**src/rtl/esn_pe_pkg.sv**
```systemverilog
// esn_pe_pkg: shared PE geometry defaults, frame length, mode encodings and feeder states
package esn_pe_pkg;
  localparam int WORD_LEN_DEF = 16;
  localparam int NEU_IN_DEF = 8;
  localparam int NEU_OUT_DEF = 4;
  localparam int FRAME_LEN = NEU_IN_DEF + NEU_IN_DEF * NEU_OUT_DEF;
  localparam logic [1:0] MODE_WUPD = 2'b00;
  localparam logic [1:0] MODE_MVM = 2'b01;
  typedef enum logic [2:0] {IDLE, LOAD_D, LOAD_W, FIRE, SETTLE} state_t;
endpackage

```
**src/rtl/pe_feeder.sv**
```systemverilog
// pe_feeder: packs a word stream into PE D/W vectors and fires the PE once per frame; PE_FEEDER_WEIGHT_REUSE_EN adds weight_keep to skip reloading W
module pe_feeder
  import esn_pe_pkg::*;
#(
  parameter int WORD_LEN = WORD_LEN_DEF,
  parameter int NEU_IN = NEU_IN_DEF,
  parameter int NEU_OUT = NEU_OUT_DEF
) (
  input  logic clk,
  input  logic rst,
  input  logic in_valid,
  output logic in_ready,
  input  logic [WORD_LEN-1:0] in_data,
  input  logic [1:0] mode_in,
`ifdef PE_FEEDER_WEIGHT_REUSE_EN
  input  logic weight_keep,
`endif
  output logic [WORD_LEN*NEU_IN-1:0] D,
  output logic [WORD_LEN*NEU_IN*NEU_OUT-1:0] W,
  output logic ce,
  output logic [1:0] mode,
  output logic q_valid
);
  localparam int NW = NEU_IN * NEU_OUT;
  localparam int CW = NW > 1 ? $clog2(NW) : 1;
  state_t state, state_n;
  logic [CW-1:0] cnt;
  logic xfer, first, keep;
  assign xfer = in_valid && in_ready;
  assign first = xfer && state == LOAD_D && cnt == '0;
`ifdef PE_FEEDER_WEIGHT_REUSE_EN
  logic keep_r;
  // weight_keep is captured with the frame's first neuron word and held for the rest of LOAD_D
  always_ff @(posedge clk or posedge rst)
    if (rst) keep_r <= 1'b0;
    else if (first) keep_r <= weight_keep;
  assign keep = cnt == '0 ? weight_keep : keep_r;
`else
  assign keep = 1'b0;
`endif
  // state register and the shared word counter, which restarts on every state change
  always_ff @(posedge clk or posedge rst)
    if (rst) begin
      state <= IDLE;
      cnt <= '0;
    end else begin
      state <= state_n;
      cnt <= state_n != state ? '0 : cnt + CW'(xfer);
    end
  // frame sequencing: neurons, then synapses (unless reused), one fire cycle, one settle cycle
  always_comb begin
    state_n = state;
    unique case (state)
      IDLE: state_n = LOAD_D;
      LOAD_D: if (xfer && cnt == CW'(NEU_IN - 1)) state_n = keep ? FIRE : LOAD_W;
      LOAD_W: if (xfer && cnt == CW'(NW - 1)) state_n = FIRE;
      FIRE: state_n = SETTLE;
      SETTLE: state_n = LOAD_D;
      default: state_n = IDLE;
    endcase
  end
  // handshake and PE strobes decode straight from the state so reset clears them at once
  always_comb begin
    in_ready = state == LOAD_D || state == LOAD_W;
    ce = state == FIRE;
    q_valid = state == SETTLE;
  end
  // operand capture: each accepted word lands in the slot named by the counter; mode follows word 0
  always_ff @(posedge clk or posedge rst)
    if (rst) begin
      D <= '0;
      W <= '0;
      mode <= MODE_MVM;
    end else if (xfer) begin
      if (state == LOAD_D) D[int'(cnt)*WORD_LEN +: WORD_LEN] <= in_data;
      else W[int'(cnt)*WORD_LEN +: WORD_LEN] <= in_data;
      if (first) mode <= mode_in;
    end
endmodule

```
**config.mk**
```make
export PLATFORM = sky130hd
export DESIGN_NAME = pe_feeder
export DESIGN_NICKNAME = d
export VERILOG_FILES = /design/src/rtl/esn_pe_pkg.sv /design/src/rtl/pe_feeder.sv
export SDC_FILE = /design/constraint.sdc
export NUM_CORES = 1
export LEC_CHECK = 0
export ABC_AREA = 1
export ABC_CLOCK_PERIOD_IN_PS = 30800
export CORE_ASPECT_RATIO = 0.75
export CORE_MARGIN = 10
export CORE_UTILIZATION = 45
export CTS_BUF_LIST = sky130_fd_sc_hd__clkbuf_16
export CTS_CLUSTER_DIAMETER = 40
export DETAILED_ROUTE_END_ITERATION = 8
export HOLD_SLACK_MARGIN = 0.08
export PLACE_DENSITY_LB_ADDON = 0.2
export SYNTH_ARGS = -nofsm -noshare
export SYNTH_HDL_FRONTEND = slang
export SYNTH_SLANG_ARGS = --single-unit
```
**constraint.sdc**
```tcl
create_clock -name clk -period 30.8 [get_ports clk]
set_clock_uncertainty 0.1 [all_clocks]
set_input_delay 7.7 -clock clk [delete_from_list [all_inputs] [get_ports clk]]
set_output_delay 7.7 -clock clk [all_outputs]
set_load 0.005 [all_outputs]
```
# Word-level counts from Yosys, hierarchy flattened
# Index checks and enable logic that the tools add are counted.
[totals]
input_bits = 21
reg_bits = 650
out_inout_bits = 645
wordCells = 37
[op_classes]
addsub = 2
n_eq_ne = 7
n_bitwise = 1
n_reduce_logical = 12
shift = 4
n_mux = 6
[op_table]
columns = ["op", "n"]
rows = [
  ["$bwmux 512", 1],
  ["$shift 16x33->512 const A", 1],
  ["$shiftx 16x33->512", 1],
  ["$bwmux 128", 1],
  ["$shift 16x33->128 const A", 1],
  ["$shiftx 16x33->128", 1],
  ["$neg 9->33", 1],
  ["$pmux 3 s4", 1],
  ["$eq 3x2->1 const B", 2],
  ["$mux 3", 2],
  ["$reduce_and 2->1", 3],
  ["$add 5x1->5", 1],
  ["$eq 5x3->1 const B", 1],
  ["$eq 5x5->1 const B", 1],
  ["$logic_and 1x1->1", 5],
  ["$logic_not 5->1", 1],
  ["$mux 5", 1],
  ["$eq 3x1->1 const B", 1],
  ["$eq 3x3->1 const B", 1],
  ["$logic_not 3->1", 1],
  ["$ne 3x3->1", 1],
  ["$reduce_or 2->1", 1],
  ["$logic_or 1x1->1", 1],
  ["$not 1->1", 1],
]

# Logic depth before layout (Yosys ltp)
# Gate-level depths: netlist of run 1.
[logic_depth]
word_depth = 8
mapped_depth = 19

# Worst setup path before layout of run 1
# No wires, ideal clock.
[synth_timing]
path_kind = "input to register"
from = "input port in_valid"
to = "register W[448]"
n_path_buf = 2
required_ns = 30.571
stages = 11
t_arrival_ns = 8.827
slack_ns = 21.745
cell_sequence = "inv_1 -> nor2_2 -> inv_1 -> nor2_4 -> nand2_4 -> inv_4 -> nand2_1 -> buf_2 -> buf_2 -> nand2_1 -> o21ai_1"
[synth_via]
elab_chain_len = 2
[synth_lines]
columns = ["item", "line", "rtl"]
rows = [
  ["start, declared", "pe_feeder.sv:11", "input logic in_valid,"],
  ["$logic_and 1x1->1", "pe_feeder.sv:29", "assign xfer = in_valid && in_ready;"],
  ["$reduce_and 2->1 (no source line)", "n/a", ""],
  ["end signal, assigned by index", "pe_feeder.sv:76", "else W[int'(cnt)*WORD_LEN +: WORD_LEN] <= in_data;"],
  ["end, declared", "pe_feeder.sv:19", "output logic [WORD_LEN*NEU_IN*NEU_OUT-1:0] W,"],
]
# No other way between the ends.
# A chain may end at the register's enable or synchronous reset.

# Final worst setup path of run 1
[layout_timing]
from = "input port in_valid"
to = "register W[317]"
# Same word-level chain as after synthesis.

==> metrics, run 1 <==
Rel. slew slack=19.0%; clock period minus worst slack=10820 ps; post-cts resize count=0; Synth top cells by count=1200 x nand2_1, 649 x dfrtp_1, 312 x o21ai_0; die area=70900 um2; First-pass DRT Iterations=8; RR Endpoint=W[317]$_DFFE_PP0P_; Yosys reg bits=650; Pleak=17.6 nW; Hold Path Class=flop to flop; Synth Net Count=3219; R2R setup slack=24920 ps; final antenna-violating net count=0; Max-Cap Viols=0; internal power=1.63 mW; synth top area cells=dfrtp_1 60%, nand2_1 17%, o21ai_0 5.7%, nand4_1 3.6%, inv_1 3.1%; period utilization=35.1%; DP Wirelength=77.5 mm; area of the multi-input gates=9260 um2; Storage cell area=16300 um2; antenna violations before repair=11; max frequency=92.4 MHz; vias per cell=5.26; Pins Over Slew Limit=0; Setup TNS=0 ps; Cells after Synth=3192; Layout fillers=5235; fraction of registers with async set/reset=100%; WL final=109 mm; share of cells above drive strength 1=5.53%; Hold Violations, Final=0; post-route setup slack=19980 ps; per-cell routed wire length=23.4 um; largest net degree at the start of global routing=163; Die Y=233 um; ys flop type=dfrtp_1; clock sink count=650; CP max FO=39; final hold slack=371 ps; YS warnings=0; Design Area, Final=36900 um2; Seq pwr share=35.4%; HP Start=W[160]$_DFFE_PP0P_; Die Width=304 um; Setup violations, final=0; Arr. time, crit path=11210 ps; NumNets Final=3795; power share of the clock group=35.0%; hold depth=2; Comb pwr share=29.6%; initial core utilization=45.3%; vias in the first global route=23600; outcome=completed; r2r startpoint=cnt[0]$_DFF_PP0_; cts bufs inserted=82; GR Overflow Total=0; Syn Area/Cell=8.54 um2; vias=24400; DRC viols=0; CTS tree=yes; worst vdd ir=52.1 uV; gr usage total=29.5%; Clock Path Buffers=3; Slew @ Worst Pin=1210 ps; Cell Area, Placed=34300 um2; post-cts hold buffer count=0; CORE AREA=60200 um2; Psw=1.04 mW; Initial DRC Count=2176; clk_lat worst skew=620 ps; count leader, synth=nand2_1; root buf cell=clkbuf_16; Post-CTS Setup Inserts=0; crit path capture type=flop; Post-Synthesis Cell Area=27300 um2; RSZ-0062 raised after global routing=no; first-pass GRT wire length=159 mm; total chip power=2.66 mW; pre-CTS WS=19410 ps; CP Data Required Time=31190 ps; port bufs=665; H-tree Lvls=3; Post-synth EDFFs=0; area leader, netlist=dfrtp_1; Worst-path clk slew=60 ps; Seq/Total Area, Yosys=59.7%; RePlAce Congestion=0.889; Area Growth Syn to Fin=35.4%; row count=78; R2R depth=13; Hold Path End=W[160]$_DFFE_PP0P_; Switching Share=38.9%; kind of critical path=input port to flop; Startpoint Class=input port; Synth top area share=59.6%; Top Ports=666; synth unique cells=32; PD cells=72.2 nW/um2
==> worst max path at each step <==
stage	from	to	slack, ps
after floorplan	rst	D[0]$_DFFE_PP0P_	4790
after global placement	in_valid	W[319]$_DFFE_PP0P_	19500
after detailed placement	in_valid	W[318]$_DFFE_PP0P_	19410
after CTS	in_valid	W[317]$_DFFE_PP0P_	20060
after global routing	in_valid	W[319]$_DFFE_PP0P_	19630
final	in_valid	W[317]$_DFFE_PP0P_	19980
==> registers in the layout, indices dropped and copies added (netlist names) <==
| name | count |
|---|---|
| D | 128 |
| W | 512 |
| cnt | 5 |
| state | 3 |
| mode | 2 |
==> worst max-delay path, cell delays in order <==
cell,delay (ps)
clkdlybuf4s50_1,490
inv_1,80
nor2_2,180
inv_1,90
nor2_4,660
buf_4,580
nand3_1,910
o21ai_0,510
==> power by group through the flow <==
stage,Combinational (mW),Clock (mW),Sequential [mW]
CTS,0.783,0.942,0.943
floorplan,0.433,0,0.958
global placement,0.777,0,0.956
finish,0.788,0.933,0.944
detailed placement,0.779,0,0.957
global route,0.844,0.977,0.950
==> cell usage in the layout, fill, tap and decap left out, drive strengths merged, types with 3 or more instances in the layout <==
master / count
nand2: 1211
clkdlybuf4s50: 665
dfrtp: 649
o21ai: 368
inv: 261
nor2: 228
nand4: 158
nand3: 108
clkbuf: 83
buf: 26
clkinv: 24
nor3: 23
clkinvlp: 10
diode: 6
ha: 6
a21oi: 3
bufinv: 3
==> layer usage <==
layer | up-vias | routed length [um] | GRT usage [%] | share of wire, %
met1 | 11800 | 44400 | 38.3 | 41
met4 | 6 | 4170 | 11.5 | 3.8
met5 | - | 38 | 0 | 0.035
met3 | 199 | 10100 | 9.17 | 9.3
li1 | 11300 | - | - | -
met2 | 1057 | 50000 | 45.9 | 46
==> cell families (layout without fill, tap and decap cells) <==
family | after synthesis | count (layout) | synth area share, %
AO/OA/AOI/OAI | 371 | 371 | 6.81
XOR/XNOR | 3 | 3 | 0.0964
adder cells (fa/ha/maj) | 6 | 6 | 0.275
buffers and inverters | 432 | 1072 | 6.45
flip-flops | 650 | 650 | 59.7
multiplexers | 2 | 2 | 0.0826
other | 0 | 6 | 0
AND/OR/NAND/NOR | 1728 | 1728 | 26.6
==> cell type report <==
type	instances	share of cell area [%]
flip-flops and latches	650	44.1
repair buffers	691	18.6
diodes	6	0.0407
multi-input cells	2110	25.1
clock buffers	83	5.63
clock inverters	65	1.45
well taps	800	2.71
inverters	233	2.42
==> per-stage QoR <==
stage | std cells | utilization (%)
floorplan | 3192 | -
global placement | 4484 | 56.9
detailed placement | 4484 | 56.9
CTS | 4632 | 61.3
global route | 4638 | 61.3
finish | 4638 | 61.3
No activity file was read; power rests on OpenSTA's default activity.
==> run 2, diff against run 1 <==
ABC_CLOCK_PERIOD_IN_PS = 8830   (was 30800)
clock period = 8.83 ns   (was 30.8 ns; I/O delays follow)
==> run 2 against run 1 <==
Net effect:
- sequential power grew to 3.5 times the previous value
- clock power grew to 3.8 times the previous value
- total power grew to 3.6 times the previous value
- critical endpoint is now W[315]$_DFFE_PP0P_
- largest power group is now the clock network
==> metrics, run 2 (synthesis results as in run 1) <==
worst vdd ir=172 uV (+230%); DRC viols=0 (unchanged); largest net degree at the start of global routing=174 (+6.7%); post-cts hold buffer count=0 (unchanged); Initial DRC Count=2295 (+5.5%); kind of critical path=flop to flop; WL final=109 mm (+0.43%); R2R setup slack=3410 ps (-21510 ps); RSZ-0062 raised after global routing=no; H-tree Lvls=3 (unchanged); port bufs=665 (unchanged); initial core utilization=45.3% (unchanged); clock period minus worst slack=5420 ps; Startpoint Class=flop; Layout fillers=5299 (+1.2%); clk_lat worst skew=610 ps (about the same); max FFs per register=512 (unchanged); max frequency=185 MHz; vias=24500 (+0.53%); Cell Area, Placed=34300 um2 (about the same); clock sink count=650 (unchanged); First-pass DRT Iterations=6 (-2); number of buffers and inverters on the critical path=4 (unchanged); Largest regs=W: 512 flops, D: 128 flops, cnt: 5 flops; RePlAce Congestion=0.891 (+0.27%); cts bufs inserted=82 (unchanged); final antenna-violating net count=0 (unchanged); most frequent cells in the layout=1200 x nand2_1, 665 x clkdlybuf4s50_1, 649 x dfrtp_1, 312 x o21ai_0, 228 x inv_1; PD cells=257 nW/um2 (+260%); Pins Over Slew Limit=0 (unchanged); Clock Path Buffers=3 (unchanged); share of cells above drive strength 1=5.89% (+0.35 points); final hold slack=368 ps (-3.11 ps); Max-Cap Viols=0 (unchanged); Biggest register=W; CP max FO=39 (unchanged); commonest non-fill, non-tap cell in the layout=nand2_1; Switching Share=38.2% (-0.73 points); Slew @ Worst Pin=1170 ps (-43.8 ps); most used cell, CP=buf_4; Seq pwr share=34.5% (-0.9 points); die area=70900 um2 (unchanged); Worst-path clk slew=60 ps (about the same); Pleak=17.7 nW (+0.79%); Core Util, Final=61.7% (+0.41 points); Die Y=233 um (unchanged); Top Ports=666 (unchanged); Largest stage delay, worst path=920 ps (about the same); gr usage total=29.6% (+0.052 points); power share of the clock group=36.7% (+1.7 points); vias in the first global route=23700 (+0.47%); Design Area, Final=37200 um2 (+0.67%); CTS tree=yes; DP Wirelength=78.4 mm (+1.2%); Post-CTS Setup Inserts=0 (unchanged); Storage cell area=16300 um2 (unchanged); critical-path cell list=buf_4, inv_4, ha_2, nand2_2, nor2_1, ha_1, inv_2, nand2_1, nor2_4, buf_4, nand3_1, o21ai_0; row count=78 (unchanged); period utilization=61.4%; first-pass GRT wire length=159 mm (+0.39%); area of the multi-input gates=9260 um2 (unchanged); outcome=completed; Die Width=304 um (unchanged); CORE AREA=60200 um2 (unchanged); GR Overflow Total=0 (unchanged); Psw=3.65 mW (+250%); internal power=5.90 mW (+260%); NumNets Final=3798 (+0.079%); CP Data Required Time=9220 ps (-21970 ps); Slowest cell on crit path=nand3_1; Comb pwr share=28.8% (-0.8 points); per-cell routed wire length=23.5 um (+0.36%); Arr. time, crit path=5810 ps (-5400 ps); post-cts resize count=0 (unchanged); Top delay family on crit path=simple AND/OR/NAND/NOR gates; Rel. slew slack=22.1% (+3.1 points); Area Growth Syn to Fin=36.3%; vias per cell=5.28 (+0.46%); root buf cell=clkbuf_16; Hold Path Class=flop to flop; antenna violations before repair=5 (-6); crit path capture type=flop; Hold Violations, Final=0 (unchanged); Setup violations, final=0 (unchanged)
## run 2: cell count changes in the layout (fill, tap and decap cells not counted), sizes merged
cell / delta
diode: -5
clkinv: +4
clkbuf: +1
bufinv: +7
buf: +3
inv: -3
clkinvlp: -4
## run 2: cell type report
cell class                 instances  share of cell area [%]
antenna                            1                 0.00673
tap                              800                    2.69
timing repair buffer             694                    18.6
sequential                       650                    43.8
clock inverter                    69                    1.99
inverter                         233                    2.40
clock buffer                      84                    5.66
multi-input combinational       2110                    24.9
## run 2: routing by layer
| metal | vias up | GRT usage, % | wire, um |
|---|---|---|---|
| met5 | - | 0 | 32 |
| met4 | 4 | 9.70 | 3560 |
| met3 | 170 | 8.44 | 9420 |
| met2 | 1000 | 48.0 | 51400 |
| met1 | 12000 | 37.9 | 44800 |
| li1 | 11300 | - | - |
## run 2: worst paths after layout
check	start	endpoint	depth (start not counted)
max	cnt[0]$_DFF_PP0_	W[315]$_DFFE_PP0P_	12
min	W[283]$_DFFE_PP0P_	W[283]$_DFFE_PP0P_	2
max reg2reg	cnt[0]$_DFF_PP0_	W[315]$_DFFE_PP0P_	12
min reg2reg	W[283]$_DFFE_PP0P_	W[283]$_DFFE_PP0P_	2
max in group asynchronous	rst	W[71]$_DFFE_PP0P_	4
min in group asynchronous	rst	W[129]$_DFFE_PP0P_	2
## run 2: power groups by stage
stage               Combinational [mW]  Sequential [mW]  Clock (mW)
floorplan                         1.51             3.34           0
global placement                  2.71             3.34           0
detailed placement                2.72             3.34           0
CTS                               2.73             3.30        3.54
global route                      2.95             3.32        3.66
finish                            2.75             3.30        3.51
## run 2: tightest hold or removal path: cells and delay by family, from the launching register on
kind          cells  cell delay [ps]
flops             1              340
simple gates      2              100
## run 2: per-stage QoR
| stage | TNS [ps] | setup WS, ps | instances | power (mW) |
|---|---|---|---|---|
| 4_1_cts | 0 | 3540 | 4640 | 9.56 |
| 3_5_place_dp | 0 | 2930 | 4487 | 6.06 |
| 6_report | 0 | 3410 | 4641 | 9.56 |
| 5_1_grt | 0 | 3020 | 4641 | 9.93 |
| 2_1_floorplan | -1531180 | -2360 | 3192 | 4.86 |
| 3_3_place_gp | 0 | 3010 | 4487 | 6.05 |
==> run 3, diff against run 2 <==
ABC_CLOCK_PERIOD_IN_PS = 5200   (was 8830)
clock period = 5.2 ns   (was 8.83 ns; I/O delays follow)
==> run 3 against run 2 <==
Net effect:
- critical endpoint is now D[68]$_DFFE_PP0P_
- largest power group unchanged
- clock-buffer cell count increased by 4
- critical path depth decreased by 2
- critical path type unchanged
- die area unchanged
- highest routed layer unchanged
==> metrics, run 3 (synthesis results as in run 1) <==
period utilization=81.8% (+20 points); per-cell routed wire length=23.4 um (-0.33%); Pleak=17.9 nW (+0.97%); Seq pwr share=34.3% (-0.2 points); vias in the first global route=23700 (unchanged); crit path capture type=flop; die area=70900 um2 (unchanged); Arr. time, crit path=4670 ps (-1140 ps); Slowest cell on crit path=ha_1; Setup violations, final=0 (unchanged); power share of the clock group=37.2% (+0.5 points); PD cells=437 nW/um2 (+70%); antenna violations before repair=10 (+5); met1 wire length=44.9 mm (+0.35%); port bufs=665 (unchanged); Largest regs=W: 512 flops, D: 128 flops, cnt: 5 flops; First-pass DRT Iterations=6 (unchanged); root buf cell=clkbuf_16; outcome=completed; Layout fillers=5172 (-2.4%); Die Y=233 um (unchanged); Biggest register=W; met2 wire length=51.0 mm (-0.77%); vias=24800 (+1.1%); Slew @ Worst Pin=1080 ps (-86.3 ps); Area Growth Syn to Fin=37.5%; share of cells above drive strength 1=6.54% (+0.65 points); Post-CTS Setup Inserts=0 (unchanged); hold depth=2 (unchanged); H-tree Lvls=3 (unchanged); clk_lat worst skew=620 ps (about the same); CP Data Required Time=5620 ps (-3600 ps); initial core utilization=45.3% (unchanged); gr usage total=29.6% (+0.060 points); Initial DRC Count=2706 (+18%); clock sink count=650 (unchanged); Startpoint Class=flop; worst vdd ir=457 uV (+170%); Largest stage delay, worst path=650 ps (-270 ps); Top Ports=666 (unchanged); post-cts hold buffer count=0 (unchanged); CTS tree=yes; post-cts resize count=0 (unchanged); CORE AREA=60200 um2 (unchanged); Max-Cap Viols=0 (unchanged); NumNets Final=3828 (+0.79%); largest net degree at the start of global routing=116 (-33%); Comb pwr share=28.5% (-0.3 points); max FFs per register=512 (unchanged); GR Overflow Total=0 (unchanged); most frequent cells in the layout=1200 x nand2_1, 665 x clkdlybuf4s50_1, 649 x dfrtp_1, 312 x o21ai_0, 229 x inv_1; DRC viols=0 (unchanged); internal power=10.2 mW (+72%); Rel. slew slack=27.7% (+5.6 points); CP max FO=35 (-10%); Pins Over Slew Limit=0 (unchanged); vias per cell=5.30 (+0.35%); DP Wirelength=79.9 mm (+1.9%); Psw=6.20 mW (+70%); pre-CTS WS=1070 ps (-1870 ps); WL final=110 mm (+0.40%); critical-path cell list=inv_4, ha_2, nand2_2, nor2_1, ha_1, nand2_1, nor3_4, buf_4, nand2_1, o21ai_0; post-route setup slack=947 ps (-2470 ps); first-pass GRT wire length=159 mm (+0.11%); max frequency=235 MHz (+27%); cts bufs inserted=87 (+6.1%); kind of critical path=flop to flop; WL met3=9.80 mm (+4.1%); Worst-path clk slew=60 ps (about the same); most used cell, CP=nand2_1; Hold Path Class=flop to flop; RePlAce Congestion=0.954 (+7.0%); R2R depth=10 (-2); final antenna-violating net count=0 (unchanged); Setup TNS=0 ps (unchanged); RSZ-0062 raised after global routing=no; Top Metal Used=met5; Clock Path Buffers=3 (unchanged); Switching Share=37.8% (-0.37 points); Die Width=304 um (unchanged); commonest non-fill, non-tap cell in the layout=nand2_1; row count=78 (unchanged); clock period minus worst slack=4250 ps (-1160 ps); Hold Violations, Final=0 (unchanged)
run 3: cell count changes in the layout (fill, tap and decap cells not counted), sizes merged:
cell      previous run  this run
clkinv              28        24
inv                258       260
clkbuf              84        88
clkinvlp             6         8
diode                1         6
buf                 29        54
run 3: worst max-delay path: cells and delay by family (launching register included):
kind                       cells  cell delay [ps]
and+or+nand+nor                5             1710
adders and majority gates      2              900
DFF                            1              420
buffers and inverters          2              630
AOI/OAI and AO/OA              1              400
run 3: power groups by stage:
stage | Combinational (mW) | Clock (mW) | Sequential [mW]
2_1_floorplan | 2.57 | 0 | 5.68
3_3_place_gp | 4.58 | 0 | 5.69
3_5_place_dp | 4.59 | 0 | 5.69
4_1_cts | 4.61 | 6.14 | 5.61
5_1_grt | 5.01 | 6.36 | 5.65
6_report | 4.68 | 6.09 | 5.62
run 3: area by class of cell:
type                       count  area (um2)  share of cell area, %
timing repair buffer         719        7140                   19.0
tap                          800        1000                   2.67
clock inverter                69         731                   1.95
multi-input combinational   2110        9260                   24.7
antenna                        6        15.0                 0.0400
sequential                   650       16300                   43.4
clock buffer                  88        2200                   5.87
inverter                     233         891                   2.38
run 3: final timing paths:
| path | startpoint | to | slack [ps] |
|---|---|---|---|
| max | cnt[0]$_DFF_PP0_ | D[68]$_DFFE_PP0P_ | 950 |
| min | W[160]$_DFFE_PP0P_ | W[160]$_DFFE_PP0P_ | 370 |
| max reg2reg | cnt[0]$_DFF_PP0_ | D[68]$_DFFE_PP0P_ | 950 |
| min reg2reg | W[160]$_DFFE_PP0P_ | W[160]$_DFFE_PP0P_ | 370 |
| max in group asynchronous | rst | W[360]$_DFFE_PP0P_ | 2930 |
| min in group asynchronous | rst | W[127]$_DFFE_PP0P_ | 1000 |
run 3: through the flow:
| stage | hold slack (ps) | cells | cell area (um2) | power, mW | util, % |
|---|---|---|---|---|---|
| floorplan | 365 | 3192 | 27300 | 8.25 | - |
| finish | 370 | 4675 | 37500 | 16.4 | 62.3 |
| global placement | 352 | 4512 | 34600 | 10.3 | 57.4 |
| CTS | 371 | 4669 | 37500 | 16.4 | 62.3 |
| global route | 390 | 4675 | 37500 | 17.0 | 62.3 |
| detailed placement | 357 | 4512 | 34600 | 10.3 | 57.4 |
run 3: per-layer routing:
metal  GRT usage [%]  vias up
li1                -    11400
met1            38.3    12100
met2            46.9     1075
met3            8.72      192
met4            10.9        2
met5               0        -
